**src/rtl/gfx_pkg.sv**
```systemverilog
// Shared rasterizer back-end types: pixel-writer state encoding, the oe skid
// margin, and the packed framebuffer write record.
package gfx_pkg;

   typedef enum logic [1:0] {
      ST_IDLE   = 2'd0,
      ST_ACTIVE = 2'd1,
      ST_DRAIN  = 2'd2,
      ST_DONE   = 2'd3
   } writer_state_e;

   // Pixels that may still arrive after oe falls: fill unit latency plus our stage register.
   localparam int SKID = 3;

   localparam int FB_ADDR_W  = 16;
   localparam int FB_COLOR_W = 16;

   typedef struct packed {
      logic [FB_ADDR_W-1:0]  addr;
      logic [FB_COLOR_W-1:0] color;
   } fb_write_t;

endpackage

```
**src/rtl/pixel_fifo.sv**
```systemverilog
// Small synchronous FIFO with occupancy count; a push into a full FIFO is only
// accepted when a pop happens in the same cycle.
module pixel_fifo #(
   parameter int WIDTH = 32,
   parameter int DEPTH = 8
) (
   input  logic                     clk_in,
   input  logic                     rst_n_in,
   input  logic                     push_in,
   input  logic [WIDTH-1:0]         push_data_in,
   input  logic                     pop_in,
   output logic [WIDTH-1:0]         head_out,
   output logic                     full_out,
   output logic                     empty_out,
   output logic [$clog2(DEPTH):0]   count_out
);

   localparam int PW = $clog2(DEPTH);
   localparam int CW = PW + 1;

   logic [WIDTH-1:0] mem_q [DEPTH];
   logic [PW-1:0]    wr_ptr_q, wr_ptr_d;
   logic [PW-1:0]    rd_ptr_q, rd_ptr_d;
   logic [CW-1:0]    count_q, count_d;
   logic             do_push, do_pop;

   assign empty_out = (count_q == '0);
   assign full_out  = (count_q == CW'(DEPTH));
   assign count_out = count_q;
   assign do_pop    = pop_in && !empty_out;
   assign do_push   = push_in && (!full_out || do_pop);

   // Gated so the head reads zero while empty rather than stale storage.
   assign head_out  = empty_out ? '0 : mem_q[rd_ptr_q];

   always_comb begin
      wr_ptr_d = wr_ptr_q;
      rd_ptr_d = rd_ptr_q;
      count_d  = count_q;
      if (do_push) wr_ptr_d = wr_ptr_q + PW'(1);
      if (do_pop)  rd_ptr_d = rd_ptr_q + PW'(1);
      case ({do_push, do_pop})
         2'b10:   count_d = count_q + CW'(1);
         2'b01:   count_d = count_q - CW'(1);
         default: count_d = count_q;
      endcase
   end

   always_ff @(posedge clk_in or negedge rst_n_in) begin
      if (!rst_n_in) begin
         wr_ptr_q <= '0;
         rd_ptr_q <= '0;
         count_q  <= '0;
      end else begin
         wr_ptr_q <= wr_ptr_d;
         rd_ptr_q <= rd_ptr_d;
         count_q  <= count_d;
      end
   end

   always_ff @(posedge clk_in) begin
      if (do_push) mem_q[wr_ptr_q] <= push_data_in;
   end

endmodule

```
**src/rtl/fb_pixel_writer.sv**
```systemverilog
// Pixel writer: clips fill-unit pixels, converts to linear addresses, queues and
// writes them to the framebuffer. Define PIXEL_WRITER_CLIP_STATS_EN for the clip counter.
module fb_pixel_writer
   import gfx_pkg::*;
#(
   parameter int COORD_WIDTH = 16,
   parameter int FB_WIDTH    = 320,
   parameter int FB_HEIGHT   = 180,
   parameter int COLOR_WIDTH = 16,
   parameter int FIFO_DEPTH  = 8
) (
   input  logic                                   clk_in,
   input  logic                                   rst_n_in,
   input  logic                                   tri_start_in,
   input  logic [COLOR_WIDTH-1:0]                 color_in,
   input  logic signed [COORD_WIDTH-1:0]          x_in,
   input  logic signed [COORD_WIDTH-1:0]          y_in,
   input  logic                                   drawing_in,
   input  logic                                   done_in,
   output logic                                   oe_out,
   output logic [$clog2(FB_WIDTH*FB_HEIGHT)-1:0]  fb_addr_out,
   output logic [COLOR_WIDTH-1:0]                 fb_data_out,
   output logic                                   fb_we_out,
   input  logic                                   fb_ready_in,
   output logic                                   busy_out,
   output logic                                   done_out,
   output logic                                   overflow_out,
   output logic [15:0]                            clipped_count_out
);

   localparam int AW    = $clog2(FB_WIDTH*FB_HEIGHT);
   localparam int MW    = COORD_WIDTH + $clog2(FB_WIDTH);
   localparam int CNT_W = $clog2(FIFO_DEPTH) + 1;
   localparam int DW    = AW + COLOR_WIDTH;
   localparam logic [COORD_WIDTH-1:0] X_LIM  = COORD_WIDTH'(FB_WIDTH);
   localparam logic [COORD_WIDTH-1:0] Y_LIM  = COORD_WIDTH'(FB_HEIGHT);
   localparam logic [CNT_W-1:0]       OE_LIM = CNT_W'(FIFO_DEPTH - SKID);

   writer_state_e             state_q, state_d;
   logic [COLOR_WIDTH-1:0]    color_q;
   logic                      overflow_q;
   logic                      stage_valid_q, stage_valid_d;
   logic                      stage_inb_q, stage_inb_d;
   logic [AW-1:0]             stage_addr_q, stage_addr_d;

   logic                      start_tri, accept, in_bounds;
   logic [MW-1:0]             lin_addr;
   logic                      fifo_push, fifo_pop, fifo_full, fifo_empty;
   logic [DW-1:0]             fifo_head;
   logic [CNT_W-1:0]          fifo_count, occupancy;

   assign start_tri = (state_q == ST_IDLE) && tri_start_in;
   assign accept    = (state_q == ST_ACTIVE) && drawing_in;

   // Wide product so negative or huge coordinates cannot alias into a valid address.
   assign lin_addr  = MW'(y_in) * MW'(FB_WIDTH) + MW'(x_in);
   assign in_bounds = !x_in[COORD_WIDTH-1] && (x_in < X_LIM) &&
                      !y_in[COORD_WIDTH-1] && (y_in < Y_LIM) &&
                      (lin_addr < MW'(FB_WIDTH*FB_HEIGHT));

   always_comb begin
      stage_valid_d = accept;
      stage_inb_d   = accept && in_bounds;
      stage_addr_d  = (accept && in_bounds) ? lin_addr[AW-1:0] : '0;
   end

   always_ff @(posedge clk_in or negedge rst_n_in) begin
      if (!rst_n_in) begin
         stage_valid_q <= 1'b0;
         stage_inb_q   <= 1'b0;
         stage_addr_q  <= '0;
      end else begin
         stage_valid_q <= stage_valid_d;
         stage_inb_q   <= stage_inb_d;
         stage_addr_q  <= stage_addr_d;
      end
   end

   assign fifo_push = stage_valid_q && stage_inb_q;
   assign fifo_pop  = fb_we_out && fb_ready_in;

   pixel_fifo #(
      .WIDTH (DW),
      .DEPTH (FIFO_DEPTH)
   ) u_fifo (
      .clk_in       (clk_in),
      .rst_n_in     (rst_n_in),
      .push_in      (fifo_push),
      .push_data_in ({stage_addr_q, color_q}),
      .pop_in       (fifo_pop),
      .head_out     (fifo_head),
      .full_out     (fifo_full),
      .empty_out    (fifo_empty),
      .count_out    (fifo_count)
   );

   assign fb_we_out   = !fifo_empty;
   assign fb_addr_out = fifo_head[COLOR_WIDTH +: AW];
   assign fb_data_out = fifo_head[COLOR_WIDTH-1:0];
   assign occupancy   = fifo_count + CNT_W'(stage_valid_q);

   always_ff @(posedge clk_in or negedge rst_n_in) begin
      if (!rst_n_in) begin
         color_q    <= '0;
         overflow_q <= 1'b0;
      end else if (start_tri) begin
         color_q    <= color_in;
         overflow_q <= 1'b0;
      end else if (fifo_push && fifo_full && !fifo_pop) begin
         overflow_q <= 1'b1;
      end
   end

   assign overflow_out = overflow_q;

`ifdef PIXEL_WRITER_CLIP_STATS_EN
   logic [15:0] clip_cnt_q;

   always_ff @(posedge clk_in or negedge rst_n_in) begin
      if (!rst_n_in) begin
         clip_cnt_q <= '0;
      end else if (start_tri) begin
         clip_cnt_q <= '0;
      end else if (stage_valid_q && !stage_inb_q && (clip_cnt_q != 16'hFFFF)) begin
         clip_cnt_q <= clip_cnt_q + 16'd1;
      end
   end

   assign clipped_count_out = clip_cnt_q;
`else
   assign clipped_count_out = '0;
`endif

   always_ff @(posedge clk_in or negedge rst_n_in) begin
      if (!rst_n_in) state_q <= ST_IDLE;
      else           state_q <= state_d;
   end

   always_comb begin
      state_d = state_q;
      unique case (state_q)
         ST_IDLE:   if (tri_start_in) state_d = ST_ACTIVE;
         ST_ACTIVE: if (done_in)      state_d = ST_DRAIN;
         // Leave as the last write handshakes so done follows it by one cycle.
         ST_DRAIN:  if (!stage_valid_q &&
                        (fifo_empty || (fifo_count == CNT_W'(1) && fifo_pop)))
                       state_d = ST_DONE;
         ST_DONE:   state_d = ST_IDLE;
         default:   state_d = ST_IDLE;
      endcase
   end

   always_comb begin
      busy_out = (state_q != ST_IDLE);
      done_out = (state_q == ST_DONE);
      oe_out   = (state_q == ST_ACTIVE) && (occupancy < OE_LIM);
   end

endmodule

```
**config.mk**
```make
export PLATFORM = sky130hd
export DESIGN_NAME = fb_pixel_writer
export DESIGN_NICKNAME = d
export VERILOG_FILES = /design/src/rtl/gfx_pkg.sv /design/src/rtl/pixel_fifo.sv /design/src/rtl/fb_pixel_writer.sv
export SDC_FILE = /design/constraint.sdc
export NUM_CORES = 1
export LEC_CHECK = 0
export ABC_AREA = 1
export CAP_MARGIN = 20
export CORE_MARGIN = 4
export CORE_UTILIZATION = 40
export CTS_CLUSTER_DIAMETER = 150
export DETAILED_ROUTE_END_ITERATION = 6
export PLACE_DENSITY = 0.68
export SETUP_SLACK_MARGIN = 0.5
export SLEW_MARGIN = 0
export SYNTH_ARGS = -nofsm -noshare
export SYNTH_HDL_FRONTEND = slang
export SYNTH_SLANG_ARGS = --single-unit
```
**constraint.sdc**
```tcl
create_clock -name clk_in -period 4.53 [get_ports clk_in]
set_clock_uncertainty 0.15 [all_clocks]
set_input_delay 1.1325 -clock clk_in [delete_from_list [all_inputs] [get_ports clk_in]]
set_output_delay 1.1325 -clock clk_in [all_outputs]
set_load 0.05 [all_outputs]
```
### Word-level counts from Yosys, hierarchy flattened

Memory sizes are Yosys's and may differ from the RTL's.
Cells that the tools add are included.

| storage, ports and cells | value |
|---|---|
| flip-flop bits (word level) | 47 |
| bits in latches | 0 |
| memory bits (writable) | 256 |
| memory bits (read-only) | 0 |
| input bits | 54 |
| output and inout bits | 53 |
| logic and storage cells | 72 |
| memories kept | 1 |

| operators by class | value |
|---|---|
| add/subtract/negate cells | 6 |
| $mul | 1 |
| div/mod/pow operators | 0 |
| $lt $le $gt $ge | 4 |
| equality and inequality tests | 10 |
| shift operators | 0 |
| muxes and demuxes | 11 |
| bitwise logic cells | 0 |
| reduce and logical (&&, ||, !) cells | 30 |

Memories:

| memory | words | bits a word | read ports | clocked after memory_dff | wr ports | RTL line | RTL |
|---|---|---|---|---|---|---|---|
| u_fifo.mem_q | 8 | 32 | 1 | 0 | 1 | pixel_fifo.sv:21 | `logic [WIDTH-1:0] mem_q [DEPTH];` |

Operator list:

| kind | number |
|---|---|
| two-way mux 32 bit | 1 |
| adder 25 x 16 -> 25 bit | 1 |
| less-than comparator 25 x 16 -> 1 bit, second input constant | 1 |
| multiplier 16 x 4 -> 19 bit, second input constant | 1 |
| logical AND 1 bit | 16 |
| less-than comparator 16 x 8 -> 1 bit, second input constant | 1 |
| less-than comparator 16 x 9 -> 1 bit, second input constant | 1 |
| two-way mux 16 bit | 1 |
| case mux 2 bit (4 select lines) | 1 |
| case mux 4 bit (2 select lines) | 1 |
| adder 3 x 1 -> 3 bit, second input constant | 2 |
| equality test 2 bit, second input constant | 3 |
| logical NOT 1 bit | 6 |
| two-way mux 2 bit | 3 |
| != test 2 bit, second input constant | 3 |
| nonzero test 2 bit | 3 |
| adder 4 x 1 -> 4 bit | 1 |
| adder 4 x 1 -> 4 bit, second input constant | 1 |
| equality test 2 x 1 -> 1 bit, second input constant | 2 |
| equality test 4 x 1 -> 1 bit, second input constant | 1 |
| equality test 4 bit, second input constant | 1 |
| logical NOT 4 bit | 1 |
| less-than comparator 4 x 3 -> 1 bit, second input constant | 1 |
| two-way mux 1 bit | 4 |
| other kinds (4) | 5 |

### Logic depth before layout (Yosys ltp)

| depth | value |
|---|---|
| depth in word-level cells | 8 |
| gate-level depth with buffers | 25 |
| mapped depth without buffers | 24 |

### Modules after synthesis

From an unflattened synthesis, not the netlist that was laid out.

| unflattened totals | value |
|---|---|
| cell total of the unflattened synthesis | 1449 |
| area, all modules | 14734.1 µm² |

Modules (own cells, without submodules):

| module | times used | cells each | area an instance (µm²) | sequential area each (µm²) |
|---|---|---|---|---|
| pixel_fifo | 1 | 872 | 10714.0 | 7937.6 |
| fb_pixel_writer | 1 | 577 | 4020.1 | 925.9 |

### Least setup slack after synthesis

Ideal clock, no wire load.

| timing path | value |
|---|---|
| path kind | input to register |
| from | in y_in[1] |
| to | reg stage_addr_q[8] |
| arrival time | 4401 ps |
| data required time | 4312 ps |
| setup slack | -89 ps |
| stages on the path | 24 |
| path through | ha_1 -> ha_1 -> inv_1 -> fa_1 -> nand3b_1 -> nand2_1 -> a21oi_1 -> o21ai_0 -> a21boi_0 -> o21ai_0 -> xor2_1 -> ha_1 -> nand2_1 -> o21ai_0 -> a21oi_1 -> nand2_1 -> nand2_1 -> nand2_1 -> nor2_1 -> nand2_1 -> nor2_4 -> nand2_4 -> buf_12 -> nor2_4 |

| on the way | value |
|---|---|
| cells in the longest elaborated chain, start to end | 6 |

Ends and longest elaborated chain:

| what | RTL line | RTL |
|---|---|---|
| start: declaration | fb_pixel_writer.sv:17 | `input logic signed [COORD_WIDTH-1:0] y_in,` |
| multiplier 16 x 4 -> 19 bit | fb_pixel_writer.sv:56 | `assign lin_addr = MW'(y_in) * MW'(FB_WIDTH) + MW'(x_in);` |
| adder 25 x 16 -> 25 bit | fb_pixel_writer.sv:56 |  |
| less-than comparator 25 x 16 -> 1 bit | fb_pixel_writer.sv:59 | `(lin_addr < MW'(FB_WIDTH*FB_HEIGHT));` |
| logical AND 1 bit | fb_pixel_writer.sv:58 | `!y_in[COORD_WIDTH-1] && (y_in < Y_LIM) &&` |
| logical AND 1 bit | fb_pixel_writer.sv:64 | `stage_addr_d = (accept && in_bounds) ? lin_addr[AW-1:0] : '0;` |
| two-way mux 16 bit (*) | fb_pixel_writer.sv:64 |  |
| named net stage_addr_d[8] | fb_pixel_writer.sv:44 | `logic [AW-1:0] stage_addr_q, stage_addr_d;` |
| end signal: assignment | fb_pixel_writer.sv:75 | `stage_addr_q <= stage_addr_d;` |
| end: declaration | fb_pixel_writer.sv:44 |  |

The timed path passes the listed nets; every way through them passes the cells marked *.
A chain may end at the register's enable or synchronous reset.

### Worst setup path in the final report

| timing path | value |
|---|---|
| from | in y_in[14] |
| to | reg stage_addr_q[4] |

| on the way | value |
|---|---|
| cells in the longest elaborated chain, start to end | 6 |

Ends and longest elaborated chain:

| what | RTL line |
|---|---|
| multiplier 16 x 4 -> 19 bit | fb_pixel_writer.sv:56 |
| adder 25 x 16 -> 25 bit | fb_pixel_writer.sv:56 |
| less-than comparator 25 x 16 -> 1 bit | fb_pixel_writer.sv:59 |
| logical AND 1 bit (*) | fb_pixel_writer.sv:58 |
| logical AND 1 bit (*) | fb_pixel_writer.sv:64 |
| two-way mux 16 bit (*) | fb_pixel_writer.sv:64 |
| named net stage_addr_d[4] | fb_pixel_writer.sv:44 |

Marked as above.

==> impl_metrics.yaml <==
drt:
  num_vias: 10178
  wl_um: 33800
  drtAntennaViolNets: 0
  firstDrtPassIters: 7
  drc_errors: 0
  wl_per_cell_um: 16.9
  via_per_inst: 5.11
  drt_iter0_drc: 731
timing:
  worst_pin_slew_ns: 0.713
  setup_viol: 0
  layout_min_cycle_time_ns: 4.10
  slew-limit-headroom: 0.524
  slew_violations: 0
  finalHoldViolations: 0
  post-route-period-util: 0.905
  rsz0062_at_grt: "yes"
  fin_hold_ws_ns: 0.371
  clock.fmax_mhz: 244
  finalWorstSetupSlack_ns: 0.432
final_layout:
  fin_cells: 1993
  diodes: 0
  syn_to_final_growth_pct: 24.8
  drive_gt1_frac: 0.201
  nets: 1630
  design_area_sq_um: 17900
synth:
  ys_seq_elements: 303
  ys.flop_type: "edfxtp_1"
  synth.cell_area_sq_um: 14400
  synth-edff-count: 256
  synth.avg_cell_area_sq_um: 10.7
  syn_inst: 1344
  async_reset_ff_frac: 0.155
  seq_area_frac_synth: 0.618
  yosysUniqueCellTypes: 42
  synth_warnings: 0
grt:
  grt_pass1_wl_um: 53300
  overflow: 0
  grt_max_degree: 131
  first_global_vias: 10192
  grtUsageTotal: 0.169
  antenna_found_initial: 0
critical_path:
  crit_fanout: 7
  critPathKind: "in -> reg"
  cp-startpoint: "y_in[14]"
  cp-end-kind: "register"
  r2r_start: "u_fifo.count_out[0]"
  critical_path_required_ns: 4.87
  start_kind: "primary input"
  worstPathArrival_ns: 4.44
floorplanning:
  ios: 107
  initial_utilization: 0.404
  core_area_sq_um: 35500
  rows: 69
  die_w_um: 197
  die-area_sq_um: 39000
  fp.dieH_um: 197
pwr:
  leakage_nw: 7.05
  powerDensity_nw_per_um2: 613
  peakVddDrop_mv: 0.717
  finalPower_mw: 11.0
clock_network:
  clock-sinks: 303
  htreeDepth: 1
  cts_made_buffers: 29
  path_clk_slew_ns: 0.06
  cts.root.buffer_cell: "clkbuf_16"
  cts_tree: "yes"
  cts_buffer_depth: 3
  worstSkewPairLatency_ns: 0.56
placement:
  portBuffers: 90
  place_ws_ns: -0.667
  post-dp-hpwl_um: 20100
  dp_cells: 1926
  place_congestion: 0.841
  dpl_cell_area_sq_um: 16400
job:
  drv_cap: 0
hold_path:
  min-delay-start: "overflow_out"
  worstHoldPathType: "reg -> reg"
status:
  status: "complete, no violations"
repair_timing:
action	4_1_cts	5_1_grt
gates resized for setup	80	27
endpoints found under the setup margin	26	38
pin swaps	27	17
gates cloned	1	1
buffers inserted	7	4
hold buffers	0	0
registers in the layout (all words and copies together), names as in the netlist, 2 cells and up:
name and cells:
color_q 16, stage_addr_q 16, state_q 2, u_fifo.count_out 4, u_fifo.mem_q 256, u_fifo.rd_ptr_q 3
u_fifo.wr_ptr_q 3
path summary, 6_finish.rpt:
check                      cells after the start                  end  slack (ns)
max                                           19      stage_addr_q[4]        0.43
min                                            1         overflow_out        0.37
max reg2reg                                    8  u_fifo.mem_q[7][31]        1.66
min reg2reg                                    1         overflow_out        0.37
max in group asynchronous                      2  u_fifo.count_out[0]        2.97
min in group asynchronous                      1           color_q[7]        0.45
power by group:
| part | leakage, nW | switching, mW | internal, mW |
|---|---|---|---|
| registers | 2.95 | 0.194 | 3.27 |
| logic | 3.64 | 3.32 | 1.79 |
| clock network | 0.463 | 1.00 | 1.39 |
| total | 7.05 | 4.52 | 6.45 |
stage by stage:
step                utilization  TNS (ns)
floorplan                     -         0
global placement          0.463     -9.09
detailed placement        0.463    -11.03
CTS                       0.500         0
global route              0.505         0
finish                    0.505         0
metal layers:
| metal | global-route usage | share of wire |
|---|---|---|
| met3 | 0.0169 | 0.047 |
| met2 | 0.288 | 0.49 |
| met1 | 0.233 | 0.44 |
| met4 | 0.0485 | 0.022 |
| met5 | 0 | 0 |
synthesized netlist by cell type, types with 6 or more instances:
cell type	number	share of area
a21oi_1	26	0.0091
a31oi_1	35	0.015
buf_4	16	0.0084
clkbuf_1	47	0.012
dfrtp_1	47	0.082
edfxtp_1	256	0.54
ha_1	65	0.057
inv_1	81	0.021
nand2_1	170	0.044
nand2_2	19	0.0083
nand3_1	25	0.0087
nand3_2	8	0.0056
nor2_1	243	0.064
nor2_2	6	0.0026
nor2_4	10	0.0078
nor3_1	6	0.0021
o21ai_0	177	0.062
o22ai_1	32	0.014
xnor2_1	8	0.0049
xor2_1	16	0.0098
cell usage in the layout (no fill, tap or decap), drive strengths merged, types with 5 or more instances in the layout:
master / n
clkinv: 7
conb: 16
nor2: 259
edfxtp: 256
clkbuf: 45
a21oi: 29
nand4: 5
ha: 65
o21ai: 178
nand3: 33
nand3b: 5
a21o: 5
clkdlybuf4s50: 45
xnor2: 9
nand2: 190
buf: 138
xor2: 16
dfrtp: 47
o22ai: 32
a31oi: 35
nor3: 6
inv: 86
dlygate4sd2: 5
cell type report:
type | instances | area [sq um]
multi-input combinational | 898 | 5320
inverter | 86 | 329
fill | 3075 | 17600
timing repair buffer | 191 | 1850
tap | 461 | 577
clock buffer | 43 | 828
sequential | 303 | 8870
clock inverter | 11 | 133
cell families after synthesis:
kind of cell / share of synthesized area
compound gates: 0.108
xor+xnor: 0.0158
simple gates: 0.152
buf+inv: 0.0469
other cells: 0.000261
fa+ha+maj: 0.0595
flops: 0.618
worst max-delay path: stages:
cell	delay, ns
clkdlybuf4s50_1	0.53
inv_1	0.08
ha_1	0.31
ha_1	0.32
nand2_1	0.08
nor2_1	0.14
nand4_1	0.11
o21ai_1	0.19
xor2_1	0.21
ha_1	0.29
a21oi_1	0.23
and2_1	0.16
nand2_1	0.05
nand2_1	0.06
nand2_1	0.06
nor2_2	0.14
nand2_4	0.11
buf_12	0.16
nor2_1	0.08
(Power assumes the default switching activity.)
